==> config.mk <==
export PLATFORM = sky130hd
export DESIGN_NAME = uart_receiver
export DESIGN_NICKNAME = d
export VERILOG_FILES = /design/src/rtl/uart_pkg.sv /design/src/rtl/rx_fifo.sv /design/src/rtl/uart_receiver.sv
export SDC_FILE = /design/constraint.sdc
export NUM_CORES = 1
export LEC_CHECK = 0
export CAP_MARGIN = 10
export CORE_UTILIZATION = 55
export DETAILED_ROUTE_END_ITERATION = 16
export PLACE_DENSITY = 0.74
export SLEW_MARGIN = 25
export SYNTH_ARGS = -nofsm -noshare
export SYNTH_HDL_FRONTEND = slang
export SYNTH_SLANG_ARGS = --single-unit
==> constraint.sdc <==
create_clock -name clk_i -period 3 [get_ports clk_i]
set_clock_uncertainty 0.15 [all_clocks]
set_input_delay 0.6 -clock clk_i [delete_from_list [all_inputs] [get_ports clk_i]]
set_output_delay 0.6 -clock clk_i [all_outputs]
set_load 0.005 [all_outputs]
==> src/rtl/uart_pkg.sv <==
// Shared UART definitions: receiver state encodings, oversampling constants
// and the parity helper used by the receive path.
package uart_pkg;

  localparam int OVERSAMPLE = 16;
  localparam int DATA_BITS  = 8;

  localparam logic [3:0] MID_TICK  = 4'd7;
  localparam logic [3:0] LAST_TICK = 4'd15;
  localparam logic [2:0] LAST_BIT  = 3'(DATA_BITS - 1);

  typedef enum logic [2:0] {
    RX_IDLE   = 3'd0,
    RX_START  = 3'd1,
    RX_DATA   = 3'd2,
    RX_PARITY = 3'd3,
    RX_STOP   = 3'd4
  } rx_state_t;

  // Parity bit a correct frame carries: even -> XOR of data, odd -> XNOR.
  function automatic logic expected_parity(input logic [7:0] data, input logic even);
    return even ? (^data) : (~^data);
  endfunction

endpackage

==> src/rtl/rx_fifo.sv <==
// Synchronous first-word-fall-through FIFO buffering received bytes.
// Writes while full are dropped and reported on ov_o; reads while empty are ignored.
module rx_fifo #(
  parameter int DATA_WIDTH    = 8,
  parameter int POINTER_WIDTH = 3
) (
  input  logic                  clk_i,
  input  logic                  rst_i,
  input  logic                  wr_i,
  input  logic [DATA_WIDTH-1:0] wr_data_i,
  input  logic                  rd_i,
  output logic [DATA_WIDTH-1:0] rd_data_o,
  output logic                  full_o,
  output logic                  empty_o,
  output logic                  ov_o
);

  localparam int DEPTH = 2 ** POINTER_WIDTH;

  logic [DATA_WIDTH-1:0]    mem [DEPTH];
  logic [POINTER_WIDTH-1:0] wr_ptr;
  logic [POINTER_WIDTH-1:0] rd_ptr;
  logic [POINTER_WIDTH:0]   count;
  logic                     do_wr;
  logic                     do_rd;

  // The count only reaches DEPTH when full, so its top bit is the full flag.
  assign full_o    = count[POINTER_WIDTH];
  assign empty_o   = (count == '0);
  assign do_wr     = wr_i & ~full_o;
  assign do_rd     = rd_i & ~empty_o;
  assign ov_o      = wr_i & full_o;
  assign rd_data_o = mem[rd_ptr];

  // Storage, pointers and occupancy; reset flushes contents so the head reads zero.
  always_ff @(posedge clk_i) begin
    if (rst_i) begin
      wr_ptr <= '0;
      rd_ptr <= '0;
      count  <= '0;
      for (int i = 0; i < DEPTH; i++) begin
        mem[i] <= '0;
      end
    end else begin
      if (do_wr) begin
        mem[wr_ptr] <= wr_data_i;
        wr_ptr      <= wr_ptr + 1'b1;
      end
      if (do_rd) begin
        rd_ptr <= rd_ptr + 1'b1;
      end
      case ({do_wr, do_rd})
        2'b10:   count <= count + 1'b1;
        2'b01:   count <= count - 1'b1;
        default: count <= count;
      endcase
    end
  end

endmodule

==> src/rtl/uart_receiver.sv <==
// UART receive path: 16x oversampled 8N1/8E1/8O1 deframer feeding an
// 8-entry FWFT FIFO, with sticky parity, framing and overrun flags.
module uart_receiver
  import uart_pkg::*;
#(
  parameter int DATA_WIDTH    = 8,
  parameter int POINTER_WIDTH = 3
) (
  input  logic                  clk_i,
  input  logic                  rst_i,
  input  logic                  baud_tick_i,
  input  logic                  parity_en_i,
  input  logic                  even_parity_i,
  input  logic                  rx_i,
  input  logic                  rx_rd_i,
  input  logic                  err_clr_i,
  output logic [DATA_WIDTH-1:0] rx_data_o,
  output logic                  rx_empty_o,
  output logic                  rx_full_o,
  output logic                  rx_busy_o,
  output logic                  rx_overrun_o,
  output logic                  parity_err_o,
  output logic                  frame_err_o
);

  logic      rx_meta;
  logic      rx_s;
  rx_state_t state_q, state_d;
  logic [3:0] tick_q, tick_d;
  logic [2:0] bit_q, bit_d;
  logic [7:0] shift_q, shift_d;
  logic       par_en_q, par_en_d;
  logic       even_q, even_d;
  logic       perr_pend_q, perr_pend_d;
  logic       push_q, push_d;
  logic       frame_set;
  logic       perr_set;
  logic       fifo_ov;

  // Two-flop synchronizer for the asynchronous line; resets to the idle level.
  always_ff @(posedge clk_i) begin
    if (rst_i) begin
      rx_meta <= 1'b1;
      rx_s    <= 1'b1;
    end else begin
      rx_meta <= rx_i;
      rx_s    <= rx_meta;
    end
  end

  // Deframer state register, including counters, shifter and latched frame config.
  always_ff @(posedge clk_i) begin
    if (rst_i) begin
      state_q     <= RX_IDLE;
      tick_q      <= '0;
      bit_q       <= '0;
      shift_q     <= '0;
      par_en_q    <= 1'b0;
      even_q      <= 1'b0;
      perr_pend_q <= 1'b0;
      push_q      <= 1'b0;
    end else begin
      state_q     <= state_d;
      tick_q      <= tick_d;
      bit_q       <= bit_d;
      shift_q     <= shift_d;
      par_en_q    <= par_en_d;
      even_q      <= even_d;
      perr_pend_q <= perr_pend_d;
      push_q      <= push_d;
    end
  end

  // Next-state logic; everything advances only on a baud tick, and
  // parity config is captured at mid start bit so later changes wait for the next frame.
  always_comb begin
    state_d     = state_q;
    tick_d      = tick_q;
    bit_d       = bit_q;
    shift_d     = shift_q;
    par_en_d    = par_en_q;
    even_d      = even_q;
    perr_pend_d = perr_pend_q;
    push_d      = 1'b0;
    frame_set   = 1'b0;
    perr_set    = 1'b0;
    if (baud_tick_i) begin
      tick_d = tick_q + 4'd1;
      unique case (state_q)
        RX_IDLE: begin
          tick_d = '0;
          if (!rx_s) begin
            state_d = RX_START;
          end
        end
        RX_START: begin
          if (tick_q == MID_TICK) begin
            tick_d = '0;
            if (!rx_s) begin
              state_d     = RX_DATA;
              bit_d       = '0;
              par_en_d    = parity_en_i;
              even_d      = even_parity_i;
              perr_pend_d = 1'b0;
            end else begin
              state_d = RX_IDLE;
            end
          end
        end
        RX_DATA: begin
          if (tick_q == LAST_TICK) begin
            shift_d = {rx_s, shift_q[7:1]};
            bit_d   = bit_q + 3'd1;
            if (bit_q == LAST_BIT) begin
              state_d = par_en_q ? RX_PARITY : RX_STOP;
            end
          end
        end
        RX_PARITY: begin
          if (tick_q == LAST_TICK) begin
            if (rx_s != expected_parity(shift_q, even_q)) begin
              perr_pend_d = 1'b1;
            end
            state_d = RX_STOP;
          end
        end
        RX_STOP: begin
          if (tick_q == LAST_TICK) begin
            state_d     = RX_IDLE;
            tick_d      = '0;
            perr_pend_d = 1'b0;
            if (rx_s) begin
              push_d   = 1'b1;
              perr_set = perr_pend_q;
            end else begin
              frame_set = 1'b1;
            end
          end
        end
        default: begin
          state_d = RX_IDLE;
          tick_d  = '0;
        end
      endcase
    end
  end

  // Sticky error flags; a set in the same cycle as a clear takes priority.
  always_ff @(posedge clk_i) begin
    if (rst_i) begin
      rx_overrun_o <= 1'b0;
      parity_err_o <= 1'b0;
      frame_err_o  <= 1'b0;
    end else begin
      rx_overrun_o <= fifo_ov   | (rx_overrun_o & ~err_clr_i);
      parity_err_o <= perr_set  | (parity_err_o & ~err_clr_i);
      frame_err_o  <= frame_set | (frame_err_o  & ~err_clr_i);
    end
  end

  assign rx_busy_o = (state_q != RX_IDLE);

  rx_fifo #(
    .DATA_WIDTH    (DATA_WIDTH),
    .POINTER_WIDTH (POINTER_WIDTH)
  ) u_rx_fifo (
    .clk_i     (clk_i),
    .rst_i     (rst_i),
    .wr_i      (push_q),
    .wr_data_i (DATA_WIDTH'(shift_q)),
    .rd_i      (rx_rd_i),
    .rd_data_o (rx_data_o),
    .full_o    (rx_full_o),
    .empty_o   (rx_empty_o),
    .ov_o      (fifo_ov)
  );

endmodule

# Word-level counts from Yosys, hierarchy flattened
# Memories as Yosys holds them, arrays and structs flattened. A register that Yosys moved wholly into a read port is not among the register bits.
# Index checks and enable logic that the tools add are counted.
[totals] register_bits=37 ram_bits=64 input_bits=8 output_inout_bits=14 word_cells=115 mem_count=1
[mem_list] name="u_rx_fifo.mem" depth=8 width=8 read_ports=1 rd_ports_with_merged_regs=1 wr=8 line_no="rx_fifo.sv:20" rtl="logic [DATA_WIDTH-1:0] mem [DEPTH];"
[op_classes] addsub=6 n_eq_ne=18 mux=42 bitwise=16 reduce_logical=16
[ops] cell="3-bit 2-to-1 mux" n=13
[ops] cell="1-bit 2-to-1 mux" n=20
[ops] cell="2-bit != test, second input constant" n=8
[ops] cell="3-bit one-hot mux with 5 select lines" n=1
[ops] cell="4-bit one-hot mux with 3 select lines" n=1
[ops] cell="3-bit by 1-bit adder with 3-bit output, second input constant" n=3
[ops] cell="4-bit by 1-bit adder with 4-bit output, second input constant" n=2
[ops] cell="4-bit 2-to-1 mux" n=2
[ops] cell="8-bit 2-to-1 mux" n=1
[ops] cell="4-bit one-hot mux with 2 select lines" n=1
[ops] cell="8-bit OR reduction" n=1
[ops] cell="8-bit XNOR reduction" n=1
[ops] cell="8-bit XOR reduction" n=1
[ops] cell="1-bit NOT" n=7
[ops] cell="7-bit AND reduction" n=1
[ops] cell="1-bit bitwise AND" n=6
[ops] cell="3-bit by 2-bit equality test with 1-bit output, second input constant" n=2
[ops] cell="3-bit equality test, second input constant" n=2
[ops] cell="3-bit one-hot mux with 2 select lines" n=1
[ops] cell="6-bit AND reduction" n=1
[ops] cell="3-bit nonzero test" n=2
[ops] cell="5-bit AND reduction" n=1
[ops] cell="4-bit by 3-bit equality test with 1-bit output, second input constant" n=1
[ops] cell="4-bit equality test, second input constant" n=1
[ops] cell="15 further kinds" n=18

# Longest topological paths before layout
# Gate-level depths: netlist of run 1.
[logic_depth] depth_word=7 mapped_depth=9 mapped_depth_nobuf=9

# Modules after synthesis
# From an unflattened synthesis of run 1, not the netlist that was laid out.
[hier_totals] hier_cells=398 hier_area_um2=5011.1
[by_module_without_submodules] module="rx_fifo" n_inst=1 cells_each=241 area_each_um2=3621.0 seq_area_each_um2=2182.1
[by_module_without_submodules] module="uart_receiver" n_inst=1 cells_each=157 area_each_um2=1390.1 seq_area_each_um2=540.5

# Least setup slack after synthesis of run 1
# OpenSTA, ideal clock, no wires.
[synth_path] kind="register -> register" from="register u_rx_fifo.count[1]" to="register u_rx_fifo.count[2]" setup_time_ns=0.070 arrival_time_ns=2.144 required_ns=2.780 path_slack_ns=0.636 stages_incl_launch_ff=10 path_buffers=0 synth_period_minus_slack_ns=2.364 cell_sequence="dfxtp_1 -> nor4_1 -> nor2b_1 -> ha_1 -> xor2_1 -> ha_1 -> a21oi_1 -> xor2_1 -> or3_1 -> a21oi_1"
[synth_between] elab_chain_cells=5 word_cells_on_any_way=9 cone_classes="add/sub (2); eq/ne (2); mux (1); bitwise (2); reduce/logical (2)"
[synth_lines] element="start, declared" line_no="rx_fifo.sv:23" rtl="logic [POINTER_WIDTH:0] count;"
[synth_lines] element="start signal, assigned" line_no="rx_fifo.sv:53" rtl="2'b10: count <= count + 1'b1;"
[synth_lines] element="start signal, assigned" line_no="rx_fifo.sv:54" rtl="2'b01: count <= count - 1'b1;"
[synth_lines] element="start signal, assigned" line_no="rx_fifo.sv:55" rtl="default: count <= count;"
[synth_lines] element="4-bit zero test (*)" line_no="rx_fifo.sv:29" rtl="assign empty_o = (count == '0);"
[synth_lines] element="via rx_empty_o" line_no="uart_receiver.sv:18" rtl="output logic rx_empty_o,"
[synth_lines] element="1-bit NOT (*)" line_no="rx_fifo.sv:31" rtl="assign do_rd = rd_i & ~empty_o;"
[synth_lines] element="1-bit bitwise AND (*)" line_no="rx_fifo.sv:31"
[synth_lines] element="via u_rx_fifo.do_rd" line_no="rx_fifo.sv:25" rtl="logic do_rd;"
[synth_lines] element="2-bit by 1-bit equality test with 1-bit output / 2-bit equality test (equally long branches)" line_no="rx_fifo.sv:52" rtl="case ({do_wr, do_rd})"
[synth_lines] element="4-bit one-hot mux with 2 select lines / 2-bit nonzero test (equally long branches)"
# The timed path passes the listed nets; every way through them passes the cells marked *.
# A chain may end at the register's enable or synchronous reset.

==> results.md, run 1 <==
Floorplanning:
- The floorplan step defined a die boundary enclosing between 9000 and 10,000 µm².
- During I/O placement, the number of pins put on the boundary was 22.
- The die outline width is roughly 96 µm.
- The area of the core is slightly below 9000 µm².
- The floorplan step set the die height to around 96 µm.
- The initial utilization of the core area, before any placement, comes to 0.563.
- The standard-cell row count is 34.

Final layout:
- Of the cells placed in the final design, the portion with a size suffix greater than 1 is 0.149.
- The number of nets in the layout is around 450.
- The area added between synthesis and finish is 11.1%.
- The final-layout fill cell count is slightly below 700.
- The non-filler instance count after layout is roughly 540.
- The number of inserted diodes is 0.

Route:
- The first routing iteration left between 150 and 200 violations.
- After detailed routing, the number of remaining DRC violations is 0.
- The number of detailed-routing iterations run before antenna repair is 4.
- After detailed routing, the average wire length per cell comes to 17.1 µm.
- The overall via count from detail_route is 3,091.
- After detailed routing, the number of vias per cell comes to 5.68.
- The routed wire length is 9320 µm.
- The count of nets left with antenna violations after detail routing is 0.

Synthesis:
- The leading cell type by number of instances after synthesis is sky130_fd_sc_hd__and2_1.
- The share of flip-flops with an asynchronous set or reset after synthesis is 0.
- The count of flip-flops with a built-in enable after synthesis is 64.
- The combined area of all synthesized cells is slightly below 5000 µm².
- The most frequently used flop master after synthesis is sky130_fd_sc_hd__edfxtp_1.
- The sequential area share after synthesis is 0.558.
- The flip-flop and latch count after synthesis is 104.
- The post-synthesis net count is between 400 and 500.
- The cell count after synthesis came out at between 400 and 500.
- For this run, the number of Yosys warnings is 0.
- Of the post-synthesis cell area, the dominant cell type holds 0.394.
- The number of distinct library cells after synthesis is between 40 and 50.
- Dividing the synthesized area by the synthesized cell count gives about 12 µm².
- By count the netlist is led by 66 x sky130_fd_sc_hd__and2_1, 64 x sky130_fd_sc_hd__edfxtp_1, 40 x sky130_fd_sc_hd__dfxtp_1.
- The cell type contributing the most total cell area after synthesis is sky130_fd_sc_hd__edfxtp_1.
- Sorting the synthesized cells by area gives the leading types as sky130_fd_sc_hd__edfxtp_1 39%, sky130_fd_sc_hd__dfxtp_1 16%, sky130_fd_sc_hd__and2_1 8.5%.

Setup path:
- The critical path class is reg -> out.
- Data on the critical path is required at its endpoint by approximately 2.3 ns.
- The cell count of the worst reg-to-reg path is 9.
- STA classifies the critical path startpoint as a flip-flop.
- The category of the worst setup path capture point is an output pin.
- Data on the critical path arrives at its endpoint at roughly 2.2 ns.
- Along the worst path, the maximum fanout reaches 8.

STA:
- The period utilization is 0.972.
- The worst hold margin is ~0.27 ns.
- The relative slew slack is 0.680.
- The count of final setup violators is 0.
- The number of hold violations in the final report is 0.
- The smallest clock period supported by the final layout is computed as ~3 ns.
- The slew at the pin closest to its max-slew limit is 0.479 ns.
- Setup repair after global routing left no endpoint under its margin.
- Based on the critical path, the design can be clocked at up to between 300 and 400 MHz.
- The number of max-slew violations in the final report came to 0.
- The total negative slack is 0 ns.

Clock network:
- Clock-pin slew was measured on the worst setup and hold paths at ~0.10 ns.
- TritonCTS built the clock tree.
- Buffers inserted during clock tree synthesis total 9.
- CTS built an H-tree with a depth of 3.
- The cell chosen for the clock root is sky130_fd_sc_hd__clkbuf_8.
- The clock latency on the worst-skew pair is between 0.3 and 0.4 ns.
- In this run the post-CTS setup repair buffer count came out at 0.
- The number of sinks handled by clock tree synthesis is around 100.
- The maximum buffer depth of the clock tree is 2.

Place:
- The number of port buffers is 21.
- The congestion estimate from routability-driven global placement came to 0.802.
- The estimated wirelength of the detail-placed design is roughly 6200 µm.
- Counting tap cells, the placed design contains a total of 527 instances.

Pwr:
- For this design the static power due to leakage is 1.95 nW.
- The power per cell area is 464 nW/µm².
- VDD sags by at most ~0.25 mV.

Global route:
- The first global-routing pass estimated ~15,000 µm of wire.
- Across every metal layer, demand over resource in global routing totals 0.224.
- The via count of the first global-routing pass is roughly 3,000.
- Entering global routing, the biggest net connects 44 pins.
- The initial antenna violation count is 0.
- The remaining global-route overflow is 0.

Run:
- The tool flagged a number of max-cap violations equal to 0.

Min path:
- The worst hold path class is reg -> reg.
- The depth of the worst hold-timing path is 1.

Status:
- The flow ran to the end, and the final reports show no timing, DRC or antenna violations.
cells in the final DEF (no fill, tap or decap), drive strengths merged, types with 2 or more instances in the layout:
cell type      count
o31ai              2
or2               11
buf               10
or3                5
o21ai             18
and2              66
nor2              34
dfxtp             40
xnor2             11
clkinv             5
nor2b              2
xor2               5
inv                6
nand2b             6
ha                 8
a22oi              2
and3               5
clkdlybuf4s50     20
nand3              2
nand3b             2
clkbuf            10
or3b               2
mux4              16
mux2              10
mux2i              9
a21oi             20
nand2             25
nor3               6
edfxtp            64
logic make-up (layout without fill, tap and decap cells):
group | Yosys count | after routing | synth area share
mux | 35 | 35 | 0.115
buf+inv | 31 | 53 | 0.0261
flops | 104 | 104 | 0.558
compound gates | 50 | 50 | 0.0597
fa+ha+maj | 8 | 8 | 0.0205
simple gates | 169 | 169 | 0.188
xor+xnor | 17 | 17 | 0.0333
metrics by stage:
stage | area (µm²) | power, W | util | worst slack [ns]
2_1_floorplan | 4880 | 0.00166 | - | 0.636
3_3_place_gp | 5200 | 0.00170 | 0.600 | 0.391
3_5_place_dp | 5200 | 0.00170 | 0.600 | 0.281
4_1_cts | 5420 | 0.00253 | 0.625 | 0.0281
5_1_grt | 5430 | 0.00260 | 0.625 | 0.0108
6_report | 5430 | 0.00252 | 0.625 | 0.0835
worst max-delay path, cell delays in order (launching register included):
cell and delay, ns:
sky130_fd_sc_hd__dfxtp_4 0.40, sky130_fd_sc_hd__buf_12 0.15, sky130_fd_sc_hd__mux4_2 0.52, sky130_fd_sc_hd__mux2_2 0.29, sky130_fd_sc_hd__clkdlybuf4s50_1 0.45
area by class of cell:
| cell class | instances | area [µm²] | share of cell area |
|---|---|---|---|
| clock buffers | 10 | 128 | 0.0235 |
| clock inverters | 6 | 61.3 | 0.0113 |
| inverters | 6 | 22.5 | 0.00415 |
| multi-input cells | 279 | 2030 | 0.375 |
| flip-flops and latches | 104 | 2730 | 0.502 |
| well taps | 108 | 135 | 0.0249 |
| repair buffers | 31 | 320 | 0.0590 |
layer usage:
metal	vias to the layer above	GRT usage	routed length, µm
li1	1492	-	-
met1	1505	0.296	4260
met2	81	0.368	4540
met3	13	0.0474	391
met4	0	0.0721	121
met5	-	0	0
report_power, final:
group / switching [W] / leakage, nW / total, W / internal, W
Clock: 0.000466 / 0.0976 / 0.000850 / 0.000384
Combinational: 0.0000502 / 0.898 / 0.0000980 / 0.0000478
Sequential: 0.0000175 / 0.951 / 0.00157 / 0.00155
Total: 0.000534 / 1.95 / 0.00252 / 0.00198
sequential cells by signal (all words and copies together), names as in the netlist, named ones only:
signal	flops
bit_q	3
even_q	1
frame_err_o	1
par_en_q	1
parity_err_o	1
perr_pend_q	1
push_q	1
rx_meta	1
rx_overrun_o	1
rx_s	1
shift_q	8
state_q	3
tick_q	4
u_rx_fifo.count	4
u_rx_fifo.mem	64
u_rx_fifo.rd_ptr	3
u_rx_fifo.wr_ptr	3
final timing paths:
check                     startpoint                  to  slack, ns
hold reg to reg              rx_meta                rx_s       0.27
hold / removal               rx_meta                rx_s       0.27
setup / recovery           flip-flop        rx_data_o[0]       0.08
setup reg to reg  u_rx_fifo.count[1]  u_rx_fifo.count[2]       0.65
timing repair:
action / in CTS / in global routing
cloned: 1 / 0
gates resized for setup: 3 / 1
endpoints found under the setup margin: 1 / 1
hold buffers: 0 / 0
Note: power is estimated with default switching activity, not from simulation.
==> run 2, diff against run 1 <==
--- a/config.mk
+++ b/config.mk
@@ -6,6 +6,7 @@
 export NUM_CORES = 1
 export LEC_CHECK = 0
 export CAP_MARGIN = 10
+export CORE_ASPECT_RATIO = 1.5
 export CORE_UTILIZATION = 55
 export DETAILED_ROUTE_END_ITERATION = 16
 export PLACE_DENSITY = 0.74
==> results.md, run 2 (synthesis results as in run 1) <==
Setup path:
- The end of the critical path is rx_data_o[4].
- Traced cell by cell, the critical path runs through buf_12, mux4_2, mux2_2, clkdlybuf4s50_1.
- The worst endpoint data arrival time is approximately 2.2 ns.
- In this run the register-to-register setup slack is 0.60 ns.
- The cell with the biggest individual delay on the critical path is sky130_fd_sc_hd__mux4_2.
- The type of element launching the critical path is a flip-flop.
- The critical path in this run is classified as reg -> out.
- The worst stage delay on the critical path is about 0.54 ns.
- Counting cells, the worst reg-to-reg path comes to 9.
- The category of the worst setup path capture point is an output pin.
- The worst path required time is 2.25 ns.
- In this run the critical register-to-register path is launched from u_rx_fifo.count[1].
- The critical-path maximum fanout is 8.
- In this run the critical register-to-register path is captured at u_rx_fifo.count[2].

Floorplanning:
- The total area inside the core boundary comes to 8520 µm².
- In this run the horizontal extent of the chip is just under 80 µm.
- The standard-cell row count is between 40 and 50.
- The die area is 9270 µm².
- The overall die height is between 100 and 150 µm.
- The initial utilization of the core area, before any placement, comes to 0.573.
- The I/O pin count is 22.

Route:
- For this block, wires on met1 add up to ~3700 µm.
- The first detailed-routing pass ran for 4 iterations.
- The detailed router used layers up to and including met4.
- Detailed routing placed a total of between 5000 and 6000 µm of wire on met2.
- The overall via count from detail_route is between 3,000 and 4,000.
- The count of nets left with antenna violations once routing finished came out at 0.
- The wire length on met3 is just over 200 µm.
- The number of DRC violations after detailed-routing iteration 0 is approximately 130.
- The routed wire length is around 9500 µm.
- Dividing the detail-routed wire length by the instance count gives 17.4 µm.
- The count of unresolved DRC violations after routing is 0.
- The average vias per placed instance is 5.64.

Clock network:
- The H-tree was split into 3 levels.
- The clock passes through at most 2 buffers.
- The cell chosen for the clock root is sky130_fd_sc_hd__clkbuf_16.
- The number of clock buffers added by TritonCTS is 9.
- The later pin in the worst-skew pair is clocked with a latency of around 0.34 ns.
- The post-CTS setup-driven buffer insertion count is 0.
- The clock transition at the register clock pins on the worst setup and hold paths after CTS is roughly 0.070 ns.
- The number of sinks handled by clock tree synthesis is around 100.
- The TritonCTS clock tree is built.

Final layout:
- Leaving out fill and tap cells, the most frequent cells in the layout are 66 x sky130_fd_sc_hd__and2_1, 64 x sky130_fd_sc_hd__edfxtp_1, 39 x sky130_fd_sc_hd__dfxtp_1.
- The register with the most flip-flops in the layout has between 60 and 70 of them.
- The non-filler instance count after layout is 544.
- The area added between synthesis and finish is 12.8%.
- The number of inserted diodes is 0.
- At the end of the flow, the number of nets in the layout was between 400 and 500.
- The most common cell after layout, fill and taps aside is sky130_fd_sc_hd__and2_1.
- Of the cells placed in the final design, the portion with a size suffix greater than 1 is 0.151.
- At the end of the flow the core is filled with cells to 0.647.
- The final-layout fill cell count is between 600 and 700.
- In the final layout, the registers with the most flip-flops are u_rx_fifo.mem x64, shift_q x8.
- The top register by number of flip-flops is u_rx_fifo.mem.

STA:
- The relative slew slack is 0.621.
- For the final routed database, the setup TNS stands at 0 ns.
- Timing would allow up to ~340 MHz.
- The slew at the pin closest to its max-slew limit is 0.567 ns.
- Setup repair after global routing left no endpoint under its margin.
- The tightest hold path in the finished design has a slack of 0.264 ns.
- The post-layout minimum cycle time is ~3 ns.
- Setup violations remaining at the end of the flow were counted as 0.
- The number of hold violations in the final report is 0.
- The number of max-slew violations in the final report is 0.
- Dividing the final minimum period by the clock period gives 0.972.

Pwr:
- Power spread over the standard cell area amounts to 497 nW/µm².
- The leakage power is between 1.5 and 2 nW.
- The worst ir drop on vdd is between 0.3 and 0.4 mV.

Place:
- The congestion estimate from routability-driven global placement came to between 0.8 and 0.9.
- The number of cells in the design after placement is 527.
- The count of buffers added on input and output ports is 21.
- The estimated wirelength of the detail-placed design is 6540 µm.

Run:
- Across the run, the number of max-cap violations was 0.

Status:
- The run finished with clean final reports.

Global route:
- The total global routing track utilization is 0.223.
- The via count of the first global-routing pass was roughly 3,000.
- The first-pass GRT wire length is between 15,000 and 20,000 µm.
- Entering global routing, the biggest net connects 44 pins.
- The initial antenna violation count was 0.
- After global routing the overflow that remains totals 0.

Min path:
- The startpoint of the tightest hold check path is rx_meta.
- The worst hold path class is reg -> reg.
==> run 2: critical path: cells and delay by family (launching register included) <==
kind / cells / cell delay (ns)
multiplexers: 2 / 0.84
buffers and inverters: 2 / 0.60
flip-flops: 1 / 0.38
==> run 2: worst min-delay path by stage <==
stage | to | cells past startpoint
finish | rx_s | 1
global route | rx_s | 1
CTS | rx_s | 1
detailed placement | rx_s | 1
global placement | rx_s | 1
floorplan | rx_s | 1
==> run 2: routing by layer <==
metal / vias to the layer above / GRT usage
li1: 1490 / -
met1: 1495 / 0.242
met3: 23 / 0.0350
met2: 58 / 0.402
met4: 0 / 0.123
met5: - / 0
==> run 2: stage by stage <==
step	total power, W	cell area, µm²	setup WS [ns]
floorplan	0.00166	4880	0.636
global placement	0.00170	5210	0.351
detailed placement	0.00170	5210	0.287
CTS	0.00275	5480	0.0291
global route	0.00282	5510	0.0236
finish	0.00274	5510	0.0848
==> run 2: timing repair <==
| item | 4_1_cts | 5_1_grt |
|---|---|---|
| gates resized for setup | 0 | 2 |
| hold buffers | 0 | 0 |
| setup endpoints to repair | 0 | 2 |
==> run 2: area by class of cell <==
cell class | instances | area, µm² | area share
sequential | 104 | 2730 | 0.495
multi-input combinational | 279 | 2030 | 0.369
timing repair buffer | 32 | 323 | 0.0586
clock buffer | 9 | 225 | 0.0409
tap | 107 | 134 | 0.0243
clock inverter | 7 | 46.3 | 0.00840
inverter | 6 | 22.5 | 0.00409
==> run 2: power breakdown <==
part	internal (W)	switching (W)	leakage (nW)	total (W)
registers	0.00155	0.0000158	0.951	0.00157
clock network	0.000562	0.000508	0.131	0.00107
logic	0.0000480	0.0000510	0.890	0.0000991
